==> src/rtl/jk_op_sequencer.sv <==
// JK op sequencer: buffers hold/reset/set/toggle ops, drives j/k into a JK flop one op at a time
// and checks the returned q against a shadow model. Optional build macro: JKSEQ_ERR_STOP_EN.
module jk_op_sequencer #(
  parameter int DEPTH = 4,
  parameter int CNT_W = 8
) (
  input  logic             clk,
  input  logic             rst,
  input  logic             op_valid,
  input  logic [1:0]       op_code,
  output logic             op_ready,
  output logic             j,
  output logic             k,
  input  logic             q_in,
  output logic             busy,
  output logic [CNT_W-1:0] done_count,
  output logic [CNT_W-1:0] err_count,
  output logic             err
);
  localparam int AW = $clog2(DEPTH);
  localparam logic [AW:0] FULL_CNT = (AW+1)'(DEPTH);

`ifdef JKSEQ_ERR_STOP_EN
  typedef enum logic [1:0] {S_IDLE, S_DRIVE, S_CHECK, S_HALT} state_t;
`else
  typedef enum logic [1:0] {S_IDLE, S_DRIVE, S_CHECK} state_t;
`endif

  function automatic logic [CNT_W-1:0] sat_inc(input logic [CNT_W-1:0] v);
    return (&v) ? v : v + CNT_W'(1);
  endfunction

  logic [1:0]       mem_q [DEPTH];
  state_t           state_q, state_d;
  logic [AW-1:0]    wr_ptr_q, wr_ptr_d;
  logic [AW-1:0]    rd_ptr_q, rd_ptr_d;
  logic [AW:0]      cnt_q, cnt_d;
  logic             j_q, j_d, k_q, k_d;
  logic             known_q, known_d, exp_q, exp_d;
  logic [CNT_W-1:0] done_q, done_d, errc_q, errc_d;
  logic [1:0]       head;
  logic             empty, full, halted, push, pop, mismatch;

  assign head  = mem_q[rd_ptr_q];
  assign empty = (cnt_q == '0);
  assign full  = (cnt_q == FULL_CNT);
`ifdef JKSEQ_ERR_STOP_EN
  assign halted = (state_q == S_HALT);
`else
  assign halted = 1'b0;
`endif
  assign op_ready = !full && !halted;
  assign push     = op_valid && op_ready;
  // q_in already reflects the op sampled at the end of DRIVE; unknown flop state is never checked.
  assign mismatch = (state_q == S_CHECK) && known_q && (q_in != exp_q);

  assign j          = j_q;
  assign k          = k_q;
  assign busy       = (state_q != S_IDLE) || !empty;
  assign done_count = done_q;
  assign err_count  = errc_q;
  assign err        = mismatch;

  always_comb begin
    state_d = state_q;
    j_d     = 1'b0;
    k_d     = 1'b0;
    known_d = known_q;
    exp_d   = exp_q;
    done_d  = done_q;
    errc_d  = errc_q;
    pop     = 1'b0;
    case (state_q)
      S_IDLE: begin
        if (!empty) pop = 1'b1;
      end
      S_DRIVE: begin
        state_d = S_CHECK;
      end
      S_CHECK: begin
        done_d = sat_inc(done_q);
        if (mismatch) errc_d = sat_inc(errc_q);
        if (!empty) pop = 1'b1;
        else        state_d = S_IDLE;
`ifdef JKSEQ_ERR_STOP_EN
        if (mismatch) begin
          pop     = 1'b0;
          state_d = S_HALT;
        end
`endif
      end
      default: ;
    endcase

    // Entering DRIVE: pop the head, present it on j/k and advance the shadow flop.
    if (pop) begin
      state_d = S_DRIVE;
      j_d     = head[1];
      k_d     = head[0];
      case (head)
        2'b01: begin exp_d = 1'b0; known_d = 1'b1; end
        2'b10: begin exp_d = 1'b1; known_d = 1'b1; end
        2'b11: exp_d = ~exp_q;
        default: ;
      endcase
    end

    wr_ptr_d = wr_ptr_q + AW'(push);
    rd_ptr_d = rd_ptr_q + AW'(pop);
    cnt_d    = cnt_q + (AW+1)'(push) - (AW+1)'(pop);
  end

  always_ff @(posedge clk) begin
    if (rst) begin
      state_q  <= S_IDLE;
      wr_ptr_q <= '0;
      rd_ptr_q <= '0;
      cnt_q    <= '0;
      j_q      <= 1'b0;
      k_q      <= 1'b0;
      known_q  <= 1'b0;
      exp_q    <= 1'b0;
      done_q   <= '0;
      errc_q   <= '0;
    end else begin
      state_q  <= state_d;
      wr_ptr_q <= wr_ptr_d;
      rd_ptr_q <= rd_ptr_d;
      cnt_q    <= cnt_d;
      j_q      <= j_d;
      k_q      <= k_d;
      known_q  <= known_d;
      exp_q    <= exp_d;
      done_q   <= done_d;
      errc_q   <= errc_d;
    end
  end

  always_ff @(posedge clk) begin
    if (push) mem_q[wr_ptr_q] <= op_code;
  end
endmodule

==> config.mk <==
export PLATFORM = sky130hd
export DESIGN_NAME = jk_op_sequencer
export DESIGN_NICKNAME = d
export VERILOG_FILES = /design/src/rtl/jk_op_sequencer.sv
export SDC_FILE = /design/constraint.sdc
export NUM_CORES = 1
export LEC_CHECK = 0
export BUFFER_PORTS_ARGS = -buffer_cell sky130_fd_sc_hd__buf_2
export CAP_MARGIN = 10
export CORE_MARGIN = 2
export CORE_UTILIZATION = 30
export CTS_BUF_LIST = sky130_fd_sc_hd__clkbuf_2 sky130_fd_sc_hd__clkbuf_4 sky130_fd_sc_hd__clkbuf_8
export CTS_CLUSTER_DIAMETER = 120
export DETAILED_ROUTE_END_ITERATION = 10
export SLEW_MARGIN = 20
export SYNTH_ARGS = -nofsm -noshare
export SYNTH_HDL_FRONTEND = slang
export SYNTH_SLANG_ARGS = --single-unit
==> constraint.sdc <==
create_clock -name clk -period 2.2 [get_ports clk]
set_clock_uncertainty 0.15 [all_clocks]
set_input_delay 0.22 -clock clk [delete_from_list [all_inputs] [get_ports clk]]
set_output_delay 0.22 -clock clk [all_outputs]
set_load 0.01 [all_outputs]
Yosys cells after proc, flatten, opt, wreduce, memory -nomap -nowiden
Memories as Yosys holds them, arrays and structs flattened. A register that Yosys moved wholly into a read port is not among the register bits.
Cells that the tools add are included.
- bits of input ports: 6
- memories: 1
- word-level logic and storage cells: 64
- bits in read-only memories: 0
- memory bits (writable): 8
- bits in registers: 29
- output and inout port bits: 21
- bits in latches: 0
- divide/modulo/power cells: 0
- equal/unequal tests: 9
- shift-type cells: 0
- $add $sub $neg: 6
- $mul: 0
- muxes and demuxes: 9
- order comparisons: 0
- reduce and logical (&&, ||, !) cells: 24
- bitwise operators: 4
- memory list (memory ; depth ; width ; read ports ; clocked after Yosys merged registers in ; wr ports ; RTL line ; text):
    mem_q ; 4 ; 2 ; 1 ; 1 ; 1 ; 33 ; logic [1:0] mem_q [DEPTH];
- operators by type and width (cell ; number):
    $add A8 B1 Y8 const B ; 2
    $reduce_and A8 Y1 ; 2
    $reduce_and A2 Y1 ; 5
    $reduce_or A2 Y1 ; 4
    $eq A2 B2 Y1 const B ; 3
    $reduce_bool A3 Y1 ; 2
    $mux W1 ; 5
    $add A2 B1 Y2 ; 2
    $eq A2 B1 Y1 const B ; 2
    $mux W2 ; 2
    $not A1 Y1 ; 4
    $pmux W2 S2 ; 1
    $reduce_bool A2 Y1 ; 2
    $add A3 B1 Y3 ; 1
    $eq A3 B3 Y1 const B ; 1
    $logic_and A1 B1 Y1 ; 3
    $logic_not A3 Y1 ; 1
    $ne A3 B3 Y1 const B ; 1
    $pmux W1 S3 ; 1
    $reduce_and A3 Y1 ; 1
    $sub A3 B1 Y3 ; 1
    $logic_not A1 Y1 ; 2
    $logic_not A2 Y1 ; 1
    $ne A2 B2 Y1 const B ; 1
    other kinds (2) ; 2

Depth between registers and ports, before layout
Gate-level depths: netlist of the first run.
- word-level depth: 5
- depth in mapped cells: 10
- gate-level depth less buffers: 10

Least setup slack after synthesis of the first run
Ideal clock, no wire load.
- kind: register to register
- start point: register cnt_q[1]
- end point: register cnt_q[2]
- clock period less this slack: 2233 ps
- path slack: -33 ps
- path buffers: 0
- data required time: 1922 ps
- library setup time: 128 ps
- data arrival time: 1955 ps
- stages on the path, launching flop included: 10
- cell sequence: dfxtp_1 -> nor3_1 -> nor2_1 -> ha_1 -> inv_1 -> ha_1 -> fa_1 -> xnor2_1 -> xnor2_1 -> nor2_1
- elaborated cells on any way between the ends: 8
- classes of those cells: add/sub: 2; eq/ne: 1; mux: 2; reduce/logical: 3
- RTL lines (what ; RTL line ; text):
    start: declaration ; 37 ; logic [AW:0] cnt_q, cnt_d;
    start signal: assignment ; 129 ; cnt_q <= cnt_d;
    $logic_not A3 Y1 ; 45 ; assign empty = (cnt_q == '0);
    $mux W1 ; 75, 83 ;
    $mux W1 ; - ;
    via pop ; 42 ; logic empty, full, halted, push, pop, mismatch;
    $sub A3 B1 Y3 ; 110 ; cnt_d = cnt_q + (AW+1)'(push) - (AW+1)'(pop);
The timed path passes the listed nets, and every way through them passes these cells.
A chain may end at the register's enable or synchronous reset.

Worst setup path in the final report of the first run
Same ends and word-level chain as after synthesis.

==> metrics, run 1 <==
TNS Setup=0 ns; DR iter-0 viols=between 60 and 70; via count of the first global-routing pass=between 1,000 and 1,500; RSZ-0062 raised after global routing=true; number of port buffers=26; Post-synth EDFFs=8; first drt pass iteration count=4; Leak=around 0.9 nW; final setup fails=0; WHS Path Cells=2; # rows=27; DP HPWL=between 2000 and 2500 um; cell taking the most area after synthesis=dfxtp_1; fin util=approximately two fifths; DR vias=around 1,300; most frequent cells in the layout=dfxtp_1, buf_2, nor2_1, a21oi_1, inv_1; Post-synth top flop=dfxtp_1; Clock Tree Buf Depth=2; Slew headroom=63.99%; Post-Syn Area=~1700 sq um; CP arrival=between 2 and 2.5 ns; Final Hold Fails=0; wire per inst=between 10 and 15 um; largest net degree at the start of global routing=30; Antenna diodes=0; IO Pins=27; Skew-Pair Late Insertion Delay=0.29 ns; clock sink count=37; final non-filler cell total=~280; worst reg2reg path depth=9; TritonCTS clock tree=yes; CP max FO=4; GRT Resource Usage Total=10.93%; Mapped Nets=180; Area contributors post-synth=dfxtp_1, edfxtp_1, ha_1, nor2_1, a21oi_1; share of layout cells above drive strength 1=between 20% and 30%; fin nets=roughly 220; Layout fillers=559; fin crit share=between 90% and 100%; initial core utilization=a little over 30%; Core ar.=between 5000 and 6000 sq um; sequential area share after synthesis=48.24%; Req. time, crit path=2.21 ns; status=finished clean; # Max-Cap Violations=0; Cell variety after synth=between 40 and 50; Die X=about 79 um; Crit. End Element=flop; area grow syn2layout=26.54%; Clock Pin Slew Worst Setup and Hold Paths=0.07 ns; Max Slew Vio Count=0; vias per cell=approximately 4.7; worst min path class=input pin to flop; multi-input logic area=around 870 sq um; CTS HTree Levels=2; dpl cells=between 200 and 300; Total Wirelength=roughly 3300 um; syn_area_per_cell=between 10 and 15 sq um; initial antenna violation count=0; RePlAce Congestion=roughly 0.72; Worst Tran Pin Value=between 0.5 and 0.6 ns; top-area cell type share of the netlist area=34.12%; FMAX=between 400 and 500 MHz; first-pass GRT wire length=approximately 5400 um; gr ovfl total=0; die height=~79 um; startpoint type of the worst setup path=flop; worst vdd ir=approximately 0.00038 V; Die ar.=~6300 sq um; FF+latch count, synth=37; Num CTS Buffers=5; Cell Pwr Density=about 1100 nW/um^2; # DRC=0; clock root buffer=clkbuf_8; synthesized netlist cell count=~160; Sequential Area=between 800 and 900 sq um; Synth Warn #=0; crit path time final=around 2.1 ns; CP Class=flop to flop; share of synthesized flip-flops with an asynchronous set or reset=0%; Routed Antenna Nets=0
power by group:
group	switching, mW	leakage [nW]	internal (mW)	total (mW)
clock	0.242	0.0619	0.382	0.624
sequential	0.0938	0.311	0.811	0.904
combinational	0.343	0.527	0.398	0.741
what timing repair did:
| item | 4_1_cts | 5_1_grt |
|---|---|---|
| pin swaps | 2 | 6 |
| hold buffers | 2 | 0 |
| gates cloned | 0 | 0 |
| buffers inserted | 1 | 3 |
| endpoints found under the setup margin | 1 | 1 |
| resized for setup | 7 | 9 |
| hold endpoints to repair | 8 | 0 |
per-layer routing:
| layer | part of all wire (%) | vias up | global-route usage [%] |
|---|---|---|---|
| met5 | 0 | - | 0 |
| met4 | 2.1 | 0 | 5.172 |
| met3 | 5.1 | 6 | 3.523 |
| met2 | 45 | 22 | 17.71 |
| met1 | 48 | 611 | 13.11 |
| li1 | - | 665 | - |
area by class of cell:
type,instances,area share (%)
multi-input combinational,114,40.44
sequential,37,38.64
timing repair buffer,35,9.413
clock buffer,7,4.184
tap,72,4.184
inverter,10,1.743
clock inverter,1,1.395
kinds of logic (layout without fill, tap and decap cells):
group | count (synthesis) | in the layout | share of synthesized area, %
xor gates and xnor gates | 8 | 8 | 4.117
buffers and inverters | 13 | 53 | 3.897
DFF | 37 | 37 | 48.24
and+or+nand+nor | 64 | 64 | 21.47
adders and majority gates | 10 | 10 | 7.794
AOI/OAI and AO/OA | 27 | 27 | 10.00
muxes | 5 | 5 | 4.485
metrics by stage:
stage	worst slack [ns]	hold slack (ns)	cell area (sq um)	power (mW)
after global placement	0.06735	0.2933	1921	1.465
after floorplan	0.06262	0.1689	1707	1.307
final	0.05742	0.2477	2153	2.270
after CTS	0.02448	0.2353	2086	2.165
after global routing	-0.002629	0.2824	2153	2.440
after detailed placement	-0.03389	0.3008	1921	1.479
worst max-delay path, stage by stage, from the launching register on:
cell	delay, ns
dfxtp_4	0.36
nor3_4	0.23
nor2_4	0.07
ha_4	0.26
inv_2	0.04
ha_4	0.15
fa_2	0.39
xnor2_2	0.14
xnor2_1	0.16
nor2_1	0.06
state kept, by name (all words and copies together), names as in the netlist:
name,count
done_count,8
err_count,8
mem_q,8
cnt_q,3
rd_ptr_q,2
state_q,2
wr_ptr_q,2
exp_q,1
j,1
k,1
known_q,1
worst paths after layout:
kind / endpoint / from / slack (ns)
max: cnt_q[2]$_SDFF_PP0_ / cnt_q[1]$_SDFF_PP0_ / 0.06
min reg2reg: state_q[0]$_SDFFE_PP0P_ / state_q[1]$_SDFFE_PP0P_ / 0.35
max reg2reg: cnt_q[2]$_SDFF_PP0_ / cnt_q[1]$_SDFF_PP0_ / 0.06
min: done_count[3]$_SDFFE_PP0P_ / rst / 0.25
cells in the mapped netlist (3+ instances only):
| library cell | instances |
|---|---|
| nor2b_1 | 7 |
| and3_1 | 5 |
| nor3_1 | 5 |
| nand2_1 | 8 |
| a21oi_1 | 10 |
| nor2_1 | 16 |
| edfxtp_1 | 8 |
| o21ai_0 | 6 |
| inv_1 | 10 |
| ha_1 | 9 |
| xnor2_1 | 4 |
| dfxtp_1 | 29 |
| xor2_1 | 4 |
| nand3_1 | 3 |
Power figures use the tool's default switching activity.
==> inputs of run 2 (changes only) <==
==> constraint.sdc (replaced) <==
create_clock -name clk -period 2.2 [get_ports clk]
set_clock_uncertainty 0.15 [all_clocks]
set_input_delay 0.44 -clock clk [delete_from_list [all_inputs] [get_ports clk]]
set_output_delay 0.44 -clock clk [all_outputs]
set_load 0.01 [all_outputs]
==> run 2 against run 1 <==
Net effect:
- register-to-register slack hardly changed
- critical path depth stayed put
- cell count is 1.1% lower
- largest cell class unchanged
- highest routed layer unchanged
==> metrics, run 2 (same netlist as run 1, synthesis figures left out) <==
status=finished clean; share of layout cells above drive strength 1=28.86% (-1.0 points); via count of the first global-routing pass=1,121 (-6.2%); CP max FO=4 (unchanged); crit path time final=2.140 ns (-0.002499 ns); largest net degree at the start of global routing=30 (unchanged); HP Start=op_code[1]; CP Class=flop to flop; CP delay by family, top=adder cells; Layout fillers=569 (+1.8%); Max Slew Vio Count=0 (unchanged); Placement Cell Area=1928 sq um (+0.39%); CP bufs+invs=1 (unchanged); Routed Antenna Nets=0 (unchanged); Clock Pin Slew Worst Setup and Hold Paths=0.07 ns (about the same); Total Wirelength=3257 um (about the same); first drt pass iteration count=4 (unchanged); number of port buffers=26 (unchanged); DP HPWL=2250 um (-0.60%); # Max-Cap Violations=0 (unchanged); # rows=27 (unchanged); most frequent cells in the layout=dfxtp_1, buf_2, nor2_1, a21oi_1, inv_1; CTS HTree Levels=2 (unchanged); fin crit share=97.28% (-0.11 points); Die ar.=6291 sq um (unchanged); fin nets=216 (-1.4%); FF-to-FF Start=cnt_q[1]$_SDFF_PP0_; final non-filler cell total=273 (-1.1%); RSZ-0062 raised after global routing=true; IO Pins=27 (unchanged); initial core utilization=30.90% (unchanged); RePlAce Congestion=0.7522 (+5.0%); crit path from=cnt_q[1]$_SDFF_PP0_; clock sink count=37 (unchanged); R2R Setup Slk=0.06 ns (about the same); vias per cell=4.762 (+0.79%); fin util=38.40% (-0.70 points); worst vdd ir=0.0007425 V (+97%); worst min path class=input pin to flop; Slew headroom=62.81% (-1.2 points); CP max-delay cell=fa_2; first-pass GRT wire length=5271 um (-1.7%); CP Capture Point=cnt_q[2]$_SDFF_PP0_; Skew-Pair Late Insertion Delay=0.28 ns (about the same); Req. time, crit path=2.20 ns (about the same); Worst Tran Pin Value=0.5579 ns (+0.01767 ns); final setup fails=0 (unchanged); DR vias=1,300 (-0.31%); die height=79.32 um (unchanged); Crit. End Element=flop; fin area=2115 sq um (-1.8%); DR iter-0 viols=43 (-37%); Num CTS Buffers=5 (unchanged); startpoint type of the worst setup path=flop; TritonCTS clock tree=yes; CP arrival=2.14 ns (about the same); reg2reg end=cnt_q[2]$_SDFF_PP0_; wire per inst=11.93 um (+1.2%); clock root buffer=clkbuf_8; Final Hold Fails=0 (unchanged); GRT Resource Usage Total=10.80% (-0.13 points); worst reg2reg path depth=9 (unchanged); gr ovfl total=0 (unchanged); WP depth=9 (unchanged); worst path cell trace=nor3_4 > nor2_2 > ha_1 > inv_2 > ha_4 > fa_2 > xnor2_2 > xnor2_1 > nor2_1; area grow syn2layout=24.26%; # DRC=0 (unchanged); Antenna diodes=0 (unchanged); Cell Pwr Density=1093 nW/um^2 (+3.7%); dpl cells=263 (+0.38%); Core ar.=5507 sq um (unchanged); initial antenna violation count=0 (unchanged); Leak=0.8909 nW (-1.0%); Die X=79.32 um (unchanged); Clock Tree Buf Depth=2 (unchanged); CP max stage delay=0.38 ns (about the same); FMAX=467.3 MHz (+0.12%)
run 2: changes by cell type in the layout (fill, tap and decap cells not counted), sizes merged:
cell	delta
clkbuf	-2
buf	-1
clkinv	+1
dlygate4sd3	-2
bufinv	+1
run 2: worst min path at each step:
stage                              end  slack (ns)  cells past startpoint
6_report         mem_q[1][1]$_DFFE_PP_        0.22                      1
5_1_grt          mem_q[1][1]$_DFFE_PP_        0.21                      1
4_1_cts          mem_q[1][1]$_DFFE_PP_        0.21                      1
3_5_place_dp   state_q[0]$_SDFFE_PP0P_        0.33                      1
3_3_place_gp   state_q[0]$_SDFFE_PP0P_        0.33                      1
2_1_floorplan  state_q[0]$_SDFFE_PP0P_        0.30                      1
run 2: final cells by class:
class	count	area, sq um	share of cell area (%)
multi-input cells	114	850.8	40.24
flip-flops and latches	37	827.0	39.11
repair buffers	32	175.2	8.284
well taps	72	90.09	4.260
clock buffers	5	68.82	3.254
clock inverters	3	65.06	3.077
inverters	10	37.54	1.775
run 2: through the flow:
step	hold slack (ns)	worst slack (ns)	power (mW)	setup TNS (ns)
2_1_floorplan	0.3009	0.06262	1.307	0
3_3_place_gp	0.3329	0.09361	1.485	0
3_5_place_dp	0.3344	0.002475	1.503	0
4_1_cts	0.2113	0.04619	2.240	0
5_1_grt	0.2123	-0.03971	2.483	-0.03971
6_report	0.2249	0.05992	2.311	0
run 2: timing repair:
action                                  in CTS  in global routing
resized for setup                            2                  9
endpoints found under the setup margin       1                  1
pin swaps                                    2                  6
setup buffers                                1                  1
hold buffers                                 0                  0
run 2: routing by layer:
layer  global-route usage, %  up-vias  wire (um)
li1                        -      662          -
met1                   13.93      608       1631
met2                   16.36       24       1380
met3                   3.750        6        182
met4                   4.655        0         62
met5                       0        -          0
run 2: where the power goes:
part	switching, mW	leakage (nW)	internal, mW
Sequential	0.0961	0.311	0.805
Combinational	0.331	0.512	0.385
Clock	0.243	0.0681	0.450
Total	0.670	0.891	1.64
